$ cat config.mk
export PLATFORM = sky130hd
export DESIGN_NAME = hdlc_rx_drain_ctrl_flat
export DESIGN_NICKNAME = d
export VERILOG_FILES = /design/src/rtl/hdlc_rx_drain_ctrl_if.sv /design/src/rtl/hdlc_rx_drain_ctrl.sv /design/src/flat_wrapper.sv
export SDC_FILE = /design/constraint.sdc
export NUM_CORES = 1
export LEC_CHECK = 0
export ABC_CLOCK_PERIOD_IN_PS = 2600
export CORE_ASPECT_RATIO = 0.9
export CORE_UTILIZATION = 51
export DETAILED_ROUTE_END_ITERATION = 10
export GPL_TIMING_DRIVEN = 0
export PLACE_DENSITY = 0.79
export SYNTH_ARGS = -nofsm -noshare
export SYNTH_HDL_FRONTEND = slang
export SYNTH_SLANG_ARGS = --single-unit
$ cat constraint.sdc
create_clock -name Clk -period 2.6 [get_ports Clk]
set_clock_uncertainty 0.2 [all_clocks]
set_input_delay 0.78 -clock Clk [delete_from_list [all_inputs] [get_ports Clk]]
set_output_delay 0.78 -clock Clk [all_outputs]
set_load 0.02 [all_outputs]
$ cat src/rtl/hdlc_rx_drain_ctrl_if.sv
// Bundle for hdlc_rx_drain_ctrl: the HDLC core register bus plus the
// outgoing byte stream. master = drain controller side, slave = HDLC core
// and stream consumer side.
interface hdlc_rx_drain_ctrl_if;
  logic [2:0] Address;
  logic       ReadEnable;
  logic       WriteEnable;
  logic [7:0] DataIn;
  logic [7:0] DataOut;
  logic       M_Valid;
  logic [7:0] M_Data;
  logic       M_Last;
  logic       M_Ready;

  modport master (
    output Address, ReadEnable, WriteEnable, DataIn,
    output M_Valid, M_Data, M_Last,
    input  DataOut, M_Ready
  );

  modport slave (
    input  Address, ReadEnable, WriteEnable, DataIn,
    input  M_Valid, M_Data, M_Last,
    output DataOut, M_Ready
  );
endinterface

$ cat src/rtl/hdlc_rx_drain_ctrl.sv
// hdlc_rx_drain_ctrl: polls the HDLC Rx status register, streams good frames
// out of the Rx buffer on a valid/ready byte stream and drops bad frames by
// writing Rx_Drop. Optional frame statistics are enabled with the macro
// HDLC_RXDRAIN_STATS_EN (adds FrameOkCnt / FrameDropCnt).
//
// state     | meaning
// ----------+-----------------------------------------------------------
// IDLE      | waiting for Enable before the next status poll
// POLL      | read strobe on Rx_SC
// POLL_WAIT | status byte on DataOut; decide gap / drop / drain
// GAP       | POLL_GAP idle cycles between polls
// LEN       | read strobe on Rx_Len
// LEN_WAIT  | latch frame length; zero length is treated as bad
// RD        | read strobe on Rx buffer
// RD_WAIT   | present buffer byte on the stream
// HOLD      | wait for consumer handshake
// DROP      | write Rx_Drop to Rx_SC
// DONE      | frame fully drained, pulse FrameDone
module hdlc_rx_drain_ctrl #(
  parameter int unsigned POLL_GAP   = 4,
  parameter logic [2:0]  ADDR_RXSC  = 3'h2,
  parameter logic [2:0]  ADDR_RXBUF = 3'h3,
  parameter logic [2:0]  ADDR_RXLEN = 3'h4
) (
  input  logic                      Clk,
  input  logic                      Rst,
  input  logic                      Enable,
  hdlc_rx_drain_ctrl_if.master      bus,
  output logic                      FrameDone,
  output logic                      FrameDropped,
  output logic                      Busy
`ifdef HDLC_RXDRAIN_STATS_EN
  ,
  output logic [15:0]               FrameOkCnt,
  output logic [15:0]               FrameDropCnt
`endif
);

  localparam logic [3:0] S_IDLE      = 4'd0;
  localparam logic [3:0] S_POLL      = 4'd1;
  localparam logic [3:0] S_POLL_WAIT = 4'd2;
  localparam logic [3:0] S_GAP       = 4'd3;
  localparam logic [3:0] S_LEN       = 4'd4;
  localparam logic [3:0] S_LEN_WAIT  = 4'd5;
  localparam logic [3:0] S_RD        = 4'd6;
  localparam logic [3:0] S_RD_WAIT   = 4'd7;
  localparam logic [3:0] S_HOLD      = 4'd8;
  localparam logic [3:0] S_DROP      = 4'd9;
  localparam logic [3:0] S_DONE      = 4'd10;

  // GAP is a down-counter ending at zero, so it is loaded with one less
  // than the number of gap cycles.
  localparam logic [7:0] GAP_LOAD = 8'(POLL_GAP - 1);

  logic [3:0] state;
  logic [7:0] gap_cnt;
  logic [7:0] remaining;
  logic [2:0] address;
  logic       read_en;
  logic       write_en;
  logic [7:0] data_in;
  logic       m_valid;
  logic [7:0] m_data;
  logic       m_last;
  logic       frame_done;
  logic       frame_dropped;

  assign bus.Address     = address;
  assign bus.ReadEnable  = read_en;
  assign bus.WriteEnable = write_en;
  assign bus.DataIn      = data_in;
  assign bus.M_Valid     = m_valid;
  assign bus.M_Data      = m_data;
  assign bus.M_Last      = m_last;
  assign FrameDone       = frame_done;
  assign FrameDropped    = frame_dropped;
  assign Busy            = (state != S_IDLE);

  // Sequencer: outputs are registered together with the state they belong
  // to, so strobes and pulses line up exactly with their state cycle.
  always_ff @(posedge Clk) begin
    if (Rst) begin
      state         <= S_IDLE;
      gap_cnt       <= '0;
      remaining     <= '0;
      address       <= '0;
      read_en       <= 1'b0;
      write_en      <= 1'b0;
      data_in       <= '0;
      m_valid       <= 1'b0;
      m_data        <= '0;
      m_last        <= 1'b0;
      frame_done    <= 1'b0;
      frame_dropped <= 1'b0;
    end else begin
      read_en       <= 1'b0;
      write_en      <= 1'b0;
      data_in       <= '0;
      frame_done    <= 1'b0;
      frame_dropped <= 1'b0;
      case (state)
        S_IDLE: begin
          if (Enable) begin
            state   <= S_POLL;
            read_en <= 1'b1;
            address <= ADDR_RXSC;
          end
        end
        S_POLL: state <= S_POLL_WAIT;
        S_POLL_WAIT: begin
          if (!bus.DataOut[0]) begin
            state   <= S_GAP;
            gap_cnt <= GAP_LOAD;
          end else if (|bus.DataOut[4:2]) begin
            state         <= S_DROP;
            write_en      <= 1'b1;
            address       <= ADDR_RXSC;
            data_in       <= 8'h02;
            frame_dropped <= 1'b1;
          end else begin
            state   <= S_LEN;
            read_en <= 1'b1;
            address <= ADDR_RXLEN;
          end
        end
        S_GAP: begin
          if (gap_cnt == 8'd0) state <= S_IDLE;
          else                 gap_cnt <= gap_cnt - 8'd1;
        end
        S_LEN: state <= S_LEN_WAIT;
        S_LEN_WAIT: begin
          remaining <= bus.DataOut;
          if (bus.DataOut == 8'd0) begin
            state         <= S_DROP;
            write_en      <= 1'b1;
            address       <= ADDR_RXSC;
            data_in       <= 8'h02;
            frame_dropped <= 1'b1;
          end else begin
            state   <= S_RD;
            read_en <= 1'b1;
            address <= ADDR_RXBUF;
          end
        end
        S_RD: state <= S_RD_WAIT;
        S_RD_WAIT: begin
          m_data    <= bus.DataOut;
          m_valid   <= 1'b1;
          m_last    <= (remaining == 8'd1);
          remaining <= remaining - 8'd1;
          state     <= S_HOLD;
        end
        S_HOLD: begin
          if (bus.M_Ready) begin
            m_valid <= 1'b0;
            m_last  <= 1'b0;
            if (m_last) begin
              state      <= S_DONE;
              frame_done <= 1'b1;
            end else begin
              state   <= S_RD;
              read_en <= 1'b1;
              address <= ADDR_RXBUF;
            end
          end
        end
        S_DROP: begin
          state   <= S_GAP;
          gap_cnt <= GAP_LOAD;
        end
        S_DONE: state <= S_IDLE;
        default: state <= S_IDLE;
      endcase
    end
  end

`ifdef HDLC_RXDRAIN_STATS_EN
  // Saturating frame counters, bumped by the completion/drop pulses.
  always_ff @(posedge Clk) begin
    if (Rst) begin
      FrameOkCnt   <= '0;
      FrameDropCnt <= '0;
    end else begin
      if (frame_done && (FrameOkCnt != 16'hFFFF))
        FrameOkCnt <= FrameOkCnt + 16'd1;
      if (frame_dropped && (FrameDropCnt != 16'hFFFF))
        FrameDropCnt <= FrameDropCnt + 16'd1;
    end
  end
`endif

endmodule

$ cat src/flat_wrapper.sv
// flat-port wrapper written by rule: the top's interface ports become plain ports
module hdlc_rx_drain_ctrl_flat 
#(
  parameter int unsigned POLL_GAP   = 4,
  parameter logic [2:0]  ADDR_RXSC  = 3'h2,
  parameter logic [2:0]  ADDR_RXBUF = 3'h3,
  parameter logic [2:0]  ADDR_RXLEN = 3'h4
)
  (Clk, Rst, Enable, FrameDone, FrameDropped, Busy, bus_Address, bus_ReadEnable, bus_WriteEnable, bus_DataIn, bus_M_Valid, bus_M_Data, bus_M_Last, bus_DataOut, bus_M_Ready);
  hdlc_rx_drain_ctrl_if bus_i ();
  input  logic Clk;
  input  logic Rst;
  input  logic Enable;
  output logic FrameDone;
  output logic FrameDropped;
  output logic Busy;
  output wire logic [$bits(bus_i.Address)-1:0] bus_Address;
  output wire logic [$bits(bus_i.ReadEnable)-1:0] bus_ReadEnable;
  output wire logic [$bits(bus_i.WriteEnable)-1:0] bus_WriteEnable;
  output wire logic [$bits(bus_i.DataIn)-1:0] bus_DataIn;
  output wire logic [$bits(bus_i.M_Valid)-1:0] bus_M_Valid;
  output wire logic [$bits(bus_i.M_Data)-1:0] bus_M_Data;
  output wire logic [$bits(bus_i.M_Last)-1:0] bus_M_Last;
  input wire logic [$bits(bus_i.DataOut)-1:0] bus_DataOut;
  input wire logic [$bits(bus_i.M_Ready)-1:0] bus_M_Ready;
  assign bus_Address = bus_i.Address;
  assign bus_ReadEnable = bus_i.ReadEnable;
  assign bus_WriteEnable = bus_i.WriteEnable;
  assign bus_DataIn = bus_i.DataIn;
  assign bus_M_Valid = bus_i.M_Valid;
  assign bus_M_Data = bus_i.M_Data;
  assign bus_M_Last = bus_i.M_Last;
  assign bus_i.DataOut = bus_DataOut;
  assign bus_i.M_Ready = bus_M_Ready;
  hdlc_rx_drain_ctrl #(.POLL_GAP(POLL_GAP), .ADDR_RXSC(ADDR_RXSC), .ADDR_RXBUF(ADDR_RXBUF), .ADDR_RXLEN(ADDR_RXLEN)) u_core (.Clk(Clk), .Rst(Rst), .Enable(Enable), .bus(bus_i), .FrameDone(FrameDone), .FrameDropped(FrameDropped), .Busy(Busy));
endmodule
==> out/qor.txt, run 1 <==
Status -> finished, final reports clean
Commonest non-fill, non-tap cell in the layout -> dfxtp_1
CTS clk-pin slew, worst paths -> 0.07 ns
Pre-CTS setup slack -> -0.158 ns
Share of layout cells above drive strength 1 -> 10.8%
Row count -> 20
Crit share post-route -> 95.9%
Max_cap viols -> 0
Die span in y -> 60.3 um
Leakage -> 0.866 nW
PD cells -> 655 nW/um2
Routed via count -> 1875
Hold Path End -> u_core.bus.M_Data[0]
DP HPWL -> 3210 um
Core area -> 3500 um2
Worst hold path depth -> 2
Port-buffer cells -> 30
Reg2Reg Setup Slack -> 0.51 ns
Yosys cell types -> 52
WL/cell -> 13.6 um
Unrepaired setup endpoints after global routing -> no
Root buffer cell -> clkbuf_8
Global-route wire length before repair -> 7280 um
Slew @ Worst Pin -> 0.543 ns
CTS Sinks -> 36
Starting Density -> 55.0%
Worst R2R Start -> u_core.state[0]
GR Util met1 -> 31.9%
Initial DRC count -> 102
Part of the Yosys area used for sequential elements -> 37.4%
Total Nets Final -> 304
Maximum clock path buffer count -> 2
Yosys top cell by area -> dfxtp_1
CTS hold repair buffers -> 0
CP arrival -> 2.47 ns
Detailed Routing Iterations Pass 1 -> 4
Io pins -> 38
TNS Setup -> 0 ns
Hold_sp -> u_core.bus.M_Data[0]
Vias in the first global route -> 1668
Slew HR -> 63.7%
CP startpoint kind -> input port
GR Util All Layers -> 24.0%
Busiest grt layer -> met2
Reg-to-reg endpoint -> u_core.state[3]
Crit-path slowest cell -> clkdlybuf4s50_1
Slowest stage delay, CP -> 0.55 ns
CTS H-tree depth -> 2
Grt met2 use -> 38.8%
Critical path class -> input port to flip-flop
Mapped Cells -> 245
Pin count of the biggest net entering global routing -> 11
Hold WC Path Type -> flip-flop to flip-flop
Drt drc -> 0
Routability cong. -> 0.873
Syn. warnings -> 0
Minimum clock period -> 2.49 ns
Grt ovf -> 0
Final WL -> 4530 um
Crit-path cells -> clkdlybuf4s50_1, nor4_1, nand2_1, a22oi_1, o21a_1, nor2_1
R2R depth -> 6
Setup ws final -> 0.106 ns
Die X -> 66.8 um
Cts bufs inserted -> 5
Worst-path maximum fanout -> 6
Endpoints failing setup -> 0
Synth async-reset ratio -> 0%
Post-synth EDFFs -> 0
Synth Cell Area -> 1930 um2
Design area -> 2410 um2
Clk_lat worst skew -> 0.28 ns
P&R area growth vs syn -> 24.9%
Top cells by area, synth -> dfxtp_1 37%, a21oi_1 7.0%, nor2_1 5.3%
CTS tree -> yes
Max frequency -> 0.401 GHz
Yosys reg bits -> 36
Most frequent cells in the layout -> 36 x dfxtp_1, 29 x clkdlybuf4s50_1, 27 x a21oi_1, 26 x nor2_1, 26 x nand2_1
Req. time, crit path -> 2.58 ns
Vias/cell -> 5.65
Top FF cell, synth -> dfxtp_1
ANT nets after route -> 0
Initial antenna violation count -> 0
Worst VDD drop -> 0.317 mV
Worst setup EP type -> flip-flop
Met3 Use GR -> 4.77%
Die Area -> 4030 um2
Area after DPL -> 2300 um2
Diode count -> 0
Final Hold Fails -> 0
Fin. max-slew vios -> 0
Area fraction of the dominant cell type after synthesis -> 37.4%
Syn_area_per_cell -> 7.86 um2
==> timing repair <==
item / CTS / global route
gates resized for setup: 2 / 1
buffers inserted: 0 / 0
setup endpoints to repair: 1 / 2
==> per-stage QoR <==
| step | utilization, % | cells | power [mW] | hold slack [ns] |
|---|---|---|---|---|
| 3_3_place_gp | 65.8 | 325 | 1.15 | 0.246 |
| 5_1_grt | 68.7 | 332 | 1.66 | 0.274 |
| 3_5_place_dp | 65.8 | 325 | 1.16 | 0.249 |
| 6_report | 68.7 | 332 | 1.58 | 0.253 |
| 4_1_cts | 68.6 | 332 | 1.58 | 0.258 |
| 2_1_floorplan | - | 251 | 1.02 | 0.252 |
==> report_power, final <==
part | internal (mW) | switching (mW)
combinational | 0.216 | 0.295
sequential | 0.604 | 0.0399
clock | 0.236 | 0.186
==> cell usage after synthesis, types with 3 or more instances <==
master	instances
a21oi_1	27
o21ai_0	13
or3_1	4
o31ai_1	3
a211oi_1	4
clkbuf_1	8
nor4_1	7
nor2_1	27
a31oi_1	3
or4_1	3
dfxtp_1	36
a22oi_1	4
buf_4	11
ha_1	4
nor3_1	6
inv_1	10
nand2b_1	5
nand2_1	26
nand3_1	5
==> layer usage <==
layer / routed length [um] / vias to the layer above
met5: 0 / -
met4: 17 / 0
met3: 274 / 2
met2: 2110 / 61
met1: 2120 / 862
li1: - / 950
==> area by class of cell <==
class                           count  area (um2)
Fill cell                         313        1100
Multi-Input combinational cell    184        1080
Sequential cell                    36         721
Timing Repair Buffer               30         299
Buffer                             21         123
Clock buffer                        7        96.3
Tap cell                           44        55.1
Inverter                           10        37.5
==> cell families (layout without fill, tap and decap cells) <==
logic type	after synthesis	count (layout)	synth area share, %
buffers and inverters	31	68	8.31
adders and majority gates	4	4	2.60
muxes	3	3	1.69
AOI/OAI and AO/OA	71	71	23.6
other	1	7	0.195
xor gates and xnor gates	1	1	0.455
DFF	36	36	37.4
and+or+nand+nor	98	98	25.7
==> how the worst max path moves through the flow <==
stage | cells after the start | start | slack, ns | end
4_1_cts | 5 | bus_DataOut[2] | 0.13 | u_core.state[3]
3_5_place_dp | 5 | bus_DataOut[2] | -0.16 | u_core.state[0]
2_1_floorplan | 5 | bus_DataOut[0] | 0.61 | u_core.gap_cnt[4]
3_3_place_gp | 5 | bus_DataOut[2] | -0.18 | u_core.state[3]
5_1_grt | 6 | bus_DataOut[0] | 0.01 | u_core.gap_cnt[4]
6_report | 6 | bus_DataOut[0] | 0.11 | u_core.state[2]
==> sequential cells by signal, summed over array words and instances, names as in the netlist <==
signal and count:
u_core.bus.M_Valid 1, u_core.gap_cnt 8, u_core.remaining 8, u_core.bus.M_Data 8, u_core.bus.M_Last 1, u_core.FrameDone 1
u_core.bus.ReadEnable 1, u_core.bus.DataIn 1, u_core.state 4, u_core.bus.Address 3
==> worst max-delay path: cells and delay by family <==
family,cells,cell delay [ns]
simple gates,3,0.66
buf+inv,1,0.55
compound gates,2,0.49
Note: power is estimated with default switching activity, not from simulation.
==> run 2: changes to the inputs <==
--- a/config.mk
+++ b/config.mk
@@ -10,6 +10,7 @@
 export CORE_UTILIZATION = 51
 export DETAILED_ROUTE_END_ITERATION = 10
 export GPL_TIMING_DRIVEN = 0
+export MAX_ROUTING_LAYER = met4
 export PLACE_DENSITY = 0.79
 export SYNTH_ARGS = -nofsm -noshare
 export SYNTH_HDL_FRONTEND = slang
==> run 2 against run 1 <==
Global-route usage is 2.4 points higher. Sequential share of layout area stayed put. Highest routed layer unchanged. First-iteration DRC count is 54% higher. Fmax is 0.42% higher.
==> out/qor.txt, run 2 (same netlist as run 1, synthesis figures left out) <==
Clk_lat worst skew -> 0.28 ns (about the same)
Hold Path End -> u_core.bus.M_Data[7] (was u_core.bus.M_Data[0])
Worst hold path depth -> 2 (unchanged)
Diode count -> 0 (unchanged)
PD cells -> 657 nW/um2 (was 655 nW/um2)
Area after DPL -> 2300 um2 (unchanged)
Worst R2R Start -> u_core.state[0] (unchanged)
Die Area -> 4030 um2 (unchanged)
Final Hold Fails -> 0 (unchanged)
Io pins -> 38 (unchanged)
Internal power -> 1.06 mW (unchanged)
Detailed Routing Iterations Pass 1 -> 5 (was 4)
CTS H-tree depth -> 2 (unchanged)
Most frequent cells in the layout -> 36 x dfxtp_1, 29 x clkdlybuf4s50_1, 27 x a21oi_1, 26 x nor2_1, 26 x nand2_1 (unchanged)
DP HPWL -> 3410 um (was 3210 um)
Slew @ Worst Pin -> 0.582 ns (was 0.543 ns)
Hold WC Path Type -> flip-flop to flip-flop (unchanged)
Sequential power share -> 40.7% (was 40.9%)
NetSw -> 0.527 mW (was 0.521 mW)
Worst-path maximum fanout -> 10 (was 6)
Cts bufs inserted -> 5 (unchanged)
Routed via count -> 1904 (was 1875)
Reg-to-reg endpoint -> u_core.state[3] (unchanged)
Commonest non-fill, non-tap cell in the layout -> dfxtp_1 (unchanged)
Starting Density -> 55.0% (unchanged)
Global-route wire length before repair -> 7670 um (was 7280 um)
Design area -> 2410 um2 (unchanged)
Die span in y -> 60.3 um (unchanged)
CTS tree -> yes (unchanged)
Worst Hold Slack -> 0.259 ns (was 0.253 ns)
Setup Buffers After CTS -> 0 (unchanged)
Grt ovf -> 0 (unchanged)
Combinational fraction of design power -> 32.5% (was 32.4%)
Worst setup EP type -> output port (was flip-flop)
R2R depth -> 6 (unchanged)
Max frequency -> 0.403 GHz (was 0.401 GHz)
Port-buffer cells -> 30 (unchanged)
Final core utilization -> 68.7% (unchanged)
Req. time, crit path -> 1.62 ns (was 2.58 ns)
Share of layout cells above drive strength 1 -> 10.8% (unchanged)
Vias/cell -> 5.73 (was 5.65)
Fin. max-slew vios -> 0 (unchanged)
Status -> finished, final reports clean (unchanged)
CTS hold repair buffers -> 0 (unchanged)
Reg2Reg Setup Slack -> 0.48 ns (was 0.51 ns)
Max_cap viols -> 0 (unchanged)
Maximum clock path buffer count -> 2 (unchanged)
Initial antenna violation count -> 0 (unchanged)
Row count -> 20 (unchanged)
Root buffer cell -> clkbuf_8 (unchanged)
Routability cong. -> 0.885 (was 0.873)
Initial DRC count -> 157 (was 102)
Final WL -> 4670 um (was 4530 um)
Die X -> 66.8 um (unchanged)
Pin count of the biggest net entering global routing -> 11 (unchanged)
Leakage -> 0.866 nW (unchanged)
WL/cell -> 14.1 um (was 13.6 um)
Drt drc -> 0 (unchanged)
Layout filler cell count -> 320 (was 313)
Critical path class -> flip-flop to output port (was input port to flip-flop)
GR Util All Layers -> 26.4% (was 24.0%)
Core area -> 3500 um2 (unchanged)
Unrepaired setup endpoints after global routing -> no (unchanged)
CTS Sinks -> 36 (unchanged)
Crit share post-route -> 95.5% (was 95.9%)
Clk pwr share -> 26.8% (about the same)
ANT nets after route -> 0 (unchanged)
Switching Share -> 33.3% (was 33.0%)
Endpoints failing setup -> 0 (unchanged)
Slew HR -> 61.2% (was 63.7%)
Vias in the first global route -> 1724 (was 1668)
CP arrival -> 1.50 ns (was 2.47 ns)
P&R area growth vs syn -> 24.9% (unchanged)
Total Nets Final -> 304 (unchanged)
CTS clk-pin slew, worst paths -> 0.07 ns (about the same)
CP startpoint kind -> flip-flop (was input port)
Worst VDD drop -> 0.314 mV (was 0.317 mV)
Minimum clock period -> 2.48 ns (was 2.49 ns)
Hold_sp -> u_core.bus.M_Data[7] (was u_core.bus.M_Data[0])
==> run 2: cell counts in the layout (fill, tap and decap cells not counted) <==
Identical to the previous run, type by type.
==> run 2: repair_timing <==
item                                    CTS  global route
pin swaps                                 0             0
endpoints found under the setup margin    1             1
gates resized for setup                   2             1
==> run 2: layout make-up <==
cell class | count | area, um2 | share of cell area (%)
inverter | 10 | 37.5 | 1.56
timing repair buffer | 30 | 299 | 12.4
sequential | 36 | 721 | 29.9
tap | 44 | 55.1 | 2.29
clock buffer | 7 | 96.3 | 4.00
multi-input combinational | 184 | 1080 | 44.7
buffer | 21 | 123 | 5.09
==> run 2: worst max path at each step <==
stage / to / start / cells past startpoint / slack, ns
floorplan: u_core.gap_cnt[4] / bus_DataOut[0] / 5 / 0.61
global placement: u_core.state[0] / bus_DataOut[2] / 5 / -0.19
detailed placement: u_core.state[0] / bus_DataOut[2] / 5 / -0.17
CTS: u_core.state[0] / bus_DataOut[2] / 5 / 0.13
global route: u_core.gap_cnt[4] / bus_DataOut[0] / 6 / 0.004
finish: Busy / u_core.state[2] / 4 / 0.12
==> run 2: power groups by stage <==
stage / logic [mW] / clock network (mW) / registers [mW]
2_1_floorplan: 0.364 / 0 / 0.658
3_3_place_gp: 0.502 / 0 / 0.653
3_5_place_dp: 0.509 / 0 / 0.657
4_1_cts: 0.508 / 0.432 / 0.644
5_1_grt: 0.575 / 0.454 / 0.654
6_report: 0.515 / 0.424 / 0.644
==> run 2: layer usage <==
| metal | vias to the layer above | GRT usage (%) | routed length, um |
|---|---|---|---|
| li1 | 945 | - | - |
| met2 | 62 | 42.7 | 2220 |
| met5 | - | - | 0 |
| met1 | 893 | 32.2 | 2150 |
| met3 | 4 | 5.73 | 268 |
| met4 | 0 | 9.42 | 30 |
==> run 2: critical path: stages (launching register included) <==
cell and delay [ns]:
dfxtp_1 0.43, buf_2 0.25, nor2_1 0.10, nand2_1 0.10, dlygate4sd2_1 0.34
==> run 2: stage by stage <==
stage | worst slack (ns) | power, mW | TNS (ns) | cells
6_report | 0.117 | 1.58 | 0 | 332
5_1_grt | 0.00398 | 1.68 | 0 | 332
3_5_place_dp | -0.168 | 1.17 | -2.13 | 325
4_1_cts | 0.133 | 1.58 | 0 | 332
2_1_floorplan | 0.614 | 1.02 | 0 | 251
3_3_place_gp | -0.186 | 1.16 | -1.82 | 325
==> run 3: changes to the inputs <==
--- a/config.mk
+++ b/config.mk
@@ -8,6 +8,7 @@
 export ABC_CLOCK_PERIOD_IN_PS = 2600
 export CORE_ASPECT_RATIO = 0.9
 export CORE_UTILIZATION = 51
+export CTS_CLUSTER_SIZE = 20
 export DETAILED_ROUTE_END_ITERATION = 10
 export GPL_TIMING_DRIVEN = 0
 export MAX_ROUTING_LAYER = met4
==> results of run 3 <==
No change in the layout: final DEF, timing and power equal those of run 2.
